[src/rtl/switch_debounce.sv]
// Two-flop synchroniser plus per-bit stability filter for board switches and buttons.
// Emits clean levels and one-cycle rise/fall strobes on each accepted change.
//
// Per-bit behaviour (no explicit state register; implied by cnt and match):
//   state    | meaning
//   STABLE   | s2 == swt_clean, cnt held at 0
//   COUNTING | s2 != swt_clean, cnt advancing toward CNT_MAX-1
//   COMMIT   | mismatch with cnt == CNT_MAX-1: take new level, strobe once
module switch_debounce #(
  parameter int WIDTH   = 2,
  parameter int CNT_MAX = 1000000,
  parameter int CNT_W   = 24
) (
  input  logic             clk,
  input  logic             rst_n,
  input  logic [WIDTH-1:0] swt,
  output logic [WIDTH-1:0] swt_clean,
  output logic [WIDTH-1:0] swt_rise,
  output logic [WIDTH-1:0] swt_fall
);

  localparam logic [CNT_W-1:0] CNT_TERM = CNT_W'(CNT_MAX - 1);

  logic [WIDTH-1:0] s1;
  logic [WIDTH-1:0] s2;
  logic [CNT_W-1:0] cnt [WIDTH];

  always_ff @(posedge clk) begin
    if (!rst_n) begin
      s1 <= '0;
      s2 <= '0;
    end else begin
      s1 <= swt;
      s2 <= s1;
    end
  end

  // Any return to the accepted level discards the partial count.
  always_ff @(posedge clk) begin
    for (int i = 0; i < WIDTH; i++) begin
      if (!rst_n) begin
        cnt[i]       <= '0;
        swt_clean[i] <= 1'b0;
        swt_rise[i]  <= 1'b0;
        swt_fall[i]  <= 1'b0;
      end else if (s2[i] == swt_clean[i]) begin
        cnt[i]      <= '0;
        swt_rise[i] <= 1'b0;
        swt_fall[i] <= 1'b0;
      end else if (cnt[i] == CNT_TERM) begin
        cnt[i]       <= '0;
        swt_clean[i] <= s2[i];
        swt_rise[i]  <= s2[i];
        swt_fall[i]  <= ~s2[i];
      end else begin
        cnt[i]      <= cnt[i] + CNT_W'(1);
        swt_rise[i] <= 1'b0;
        swt_fall[i] <= 1'b0;
      end
    end
  end

endmodule

[config.mk]
export PLATFORM = sky130hd
export DESIGN_NAME = switch_debounce
export DESIGN_NICKNAME = d
export VERILOG_FILES = /design/src/rtl/switch_debounce.sv
export SDC_FILE = /design/constraint.sdc
export NUM_CORES = 1
export LEC_CHECK = 0
export BUFFER_PORTS_ARGS = -buffer_cell sky130_fd_sc_hd__clkbuf_2
export CAP_MARGIN = 40
export CORE_ASPECT_RATIO = 2
export CORE_MARGIN = 3
export CORE_UTILIZATION = 25
export CTS_CLUSTER_DIAMETER = 120
export DETAILED_ROUTE_END_ITERATION = 16
export HOLD_SLACK_MARGIN = 0.08
export PLACE_DENSITY = 0.46
export REMOVE_ABC_BUFFERS = 1
export SYNTH_ARGS = -nofsm -noshare
export SYNTH_HDL_FRONTEND = slang
export SYNTH_SLANG_ARGS = --single-unit
[constraint.sdc]
create_clock -name clk -period 3.9 [get_ports clk]
set_input_delay 0.39 -clock clk [delete_from_list [all_inputs] [get_ports clk]]
set_output_delay 0.39 -clock clk [all_outputs]
set_load 0.005 [all_outputs]
Word-level counts from Yosys, hierarchy flattened. Memories as Yosys holds them, arrays and structs flattened. Index checks and enable logic that the tools add are counted.

Mux-type cells: 29. Equal/unequal tests: 4. Add/sub/neg operators: 2. Reductions and logical operators: 4. Multipliers: 0. Shifts and indexed selects: 0. Bitwise gates (word level): 13. Order comparisons: 0. Divide/modulo/power cells: 0.

Operator list (count): $mux 24 (6); $add 24x1->24 const B (2); $eq 24x20->1 const B (2); $mux 1 (23); $not 1->1 (7); $or 1x1->1 (6); $reduce_or 3->1 (2); $reduce_and 2->1 (2); $eq 1x1->1 (2).

RAM bits: 48. Logic and storage cells: 61. Bits in latches: 0. Memories kept: 1. Bits of input ports: 4. Bits in registers: 10. Memory bits (read-only): 0.

Memories: cnt (words 2, width 24, rd ports 2, clocked after memory_dff 0, write ports 2, line 26) `logic [CNT_W-1:0] cnt [WIDTH];`.

Depth between registers and ports, before layout.
Word-level depth: 7. Mapped depth: 7. Depth with buffers taken out: 5.

Least setup slack after synthesis. No wires, ideal clock.

Path kind: register to register. Start point: mem cnt[1][0]. End point: mem cnt[1][10] (data pin). Data arrival time: 1.787 ns. Stages on the path, launching flop included: 8. Buffers on the path: 2. Slack: 1.856 ns. Setup time: 0.257 ns. Cells stage by stage: edfxtp_1 ha_1 clkbuf_1 nand2_1 or3_1 o21ai_1 buf_2 nor2_1.

RTL lines (line): start: declaration (26).

==> results.sh <==
export IMPL_cts_root_buf="clkbuf_16"
export IMPL_slew_limit_headroom_pct=58.9
export IMPL_hp_class="input pin to register"
export IMPL_grt_max_degree=25
export IMPL_routedWlPerCell_microns=12.7
export IMPL_io_buffer_count=9
export IMPL_fmax_mhz=412
export IMPL_place_congestion=0.776
export IMPL_slowest_delay_ps=510
export IMPL_nets=364
export IMPL_period_needed_ps=2430
export IMPL_cts_buffer_depth=2
export IMPL_path_max_fanout=13
export IMPL_floorplan_initialDensity_pct=25.8
export IMPL_clock_sinks=58
export IMPL_yosysTopAreaCell="edfxtp_1"
export IMPL_cts_tree="done"
export IMPL_worstSetupEndpointType="register"
export IMPL_via_count=2319
export IMPL_grt_overflow_total=0
export IMPL_antenna_found_initial=0
export IMPL_num_rows=56
export IMPL_fin_skew_ps=5.60
export IMPL_period_share_pct=62.3
export IMPL_dp_hpwl_mm=4.93
export IMPL_synthCells=302
export IMPL_final_cell_mix="edfxtp_1 (48), conb_1 (48), nor2_1 (34), a21oi_1 (20)"
export IMPL_via_per_inst=4.56
export IMPL_cts_buffers_inserted=9
export IMPL_grt_pass1_vias=2348
export IMPL_worst_pin_slew_ps=611
export IMPL_avgSynthCellArea_sq_um=10.1
export IMPL_fin_setup_tns_ps=0
export IMPL_yosysTopAreaCellShare_pct=47.2
export IMPL_finish_instance_area_sq_um=3760
export IMPL_h_tree_depth=3
export IMPL_routed_wl_mm=6.46
export IMPL_synth_edf_count=48
export IMPL_die_h_microns=162
export IMPL_drt_antenna_violating_nets=0
export IMPL_fin_util_pct=31.8
export IMPL_die_area_sq_um=13700
export IMPL_ir_drop_mv=0.202
export IMPL_post_dp_cell_area_sq_um=3420
export IMPL_first_pass_iters=4
export IMPL_synthArstFlopShare_pct=0
export IMPL_cts_setup_buffers=0
export IMPL_areaGrowthSynthToFinish_pct=23.1
export IMPL_drt_initial_drc_count=94
export IMPL_arrival_ps=2500
export IMPL_critical_path_top_delay_family="simple AND/OR/NAND/NOR gates"
export IMPL_ys_seq_area_share_pct=53.7
export IMPL_holdBufCountCts=0
export IMPL_clk_pin_slew_ps=50
export IMPL_finalSetupViolations=0
export IMPL_whs_ps=269
export IMPL_diodes=0
export IMPL_cts_resized_gates=0
export IMPL_post_place_ws_ps=1430
export IMPL_critPathKind="register to register"
export IMPL_drc=0
export IMPL_synth_flop_cell="edfxtp_1"
export IMPL_path_buf_inv=2
export IMPL_power_density_nw_per_um2=435
export IMPL_rsz0062_at_grt="false"
export IMPL_maxCapViolCount=0
export IMPL_synthTopCellsByArea="edfxtp_1 (47%), dfxtp_1 (6.6%), xor2_1 (4.6%)"
export IMPL_worstSkewPairLatency_ps=320
export IMPL_core_sq_um=11800
export IMPL_status="finished, final reports clean"
export IMPL_syn_cell_area_sq_um=3050
export IMPL_drv_slew=0
export IMPL_p_leak_nw=1.29
export IMPL_io_pins=10
export IMPL_track_usage_pct=10.3
export IMPL_drive_gt1_share_pct=8.82
export IMPL_required_ps=3970
export IMPL_synth_seq_cells=58
export IMPL_startpoint_type="register"
export IMPL_grt_pass1_wl_mm=11.1
export IMPL_yosys_warnings=0
export IMPL_slowest_stage="o221ai_2"
export IMPL_hold_violations=0
export IMPL_setup_slack_ps=1470
export IMPL_crit_path_cell_trace="ha_1, inv_1, or3_1, o221ai_2, buf_4, nor2_1"
export IMPL_yosysUniqueCellTypes=32
export IMPL_die_x_microns=84.2
kinds of logic (layout without fill, tap and decap cells):
family / count (synthesis) / count (layout) / synth area share, %
compound gates: 44 / 44 / 8.23
flops: 58 / 58 / 53.7
other cells: 1 / 48 / 0.123
buf+inv: 21 / 35 / 2.83
xor+xnor: 25 / 25 / 7.17
fa+ha+maj: 2 / 2 / 0.819
simple gates: 151 / 151 / 27.1
final timing paths:
check	from	endpoint	slack, ps	cells past startpoint
worst min-delay path	swt[0]	s1[0]	270	2
worst max-delay path	cnt[0][0]	cnt[0][5]	1470	6
worst min register to register	s1[0]	s2[0]	430	1
worst max register to register	cnt[0][0]	cnt[0][5]	1470	6
routing by layer:
metal  GRT usage, %  part of all wire [%]  vias up
met5              0                     0        -
met4           4.61                   2.1        0
met3           2.84                   2.6       10
met2           19.2                    57       23
met1           10.5                    39     1089
li1               -                     -     1197
cell type report:
type	count	area (sq um)
well taps	145	181
inverters	8	30.0
clock buffers	13	325
clock inverters	3	20.0
repair buffers	11	60.1
fillers	1239	8080
multi-input cells	270	1500
flip-flops and latches	58	1640
synth_stat cells, types with 4 or more instances:
cell type	instances
and3_1	7
o21ai_0	15
buf_2	6
nand2_1	18
or4_1	5
inv_1	8
clkbuf_1	7
nor4_1	6
a21oi_1	20
nor2_1	34
and4_1	6
nor3_1	4
dfxtp_1	10
nand3_1	18
and2_1	7
or3_1	19
edfxtp_1	48
xor2_1	16
nand4_1	19
xnor2_1	9
where the power goes:
group          leakage [nW]  internal (mW)  total [mW]  switching (mW)
combinational         0.544         0.0184      0.0481          0.0296
sequential            0.577          0.695       0.723          0.0286
clock                 0.173          0.585       0.863           0.279
total                  1.29           1.30        1.63           0.337
registers in the layout, summed over array words and instances, names as in the netlist:
name / cells
s1: 2
swt_clean: 2
cnt: 48
swt_fall: 2
swt_rise: 2
s2: 2
metrics by stage:
stage               power (mW)  cells
finish                    1.63    508
global route              1.70    508
CTS                       1.67    508
detailed placement       0.784    492
global placement         0.782    492
floorplan                0.764    336
(Power assumes the default switching activity.)
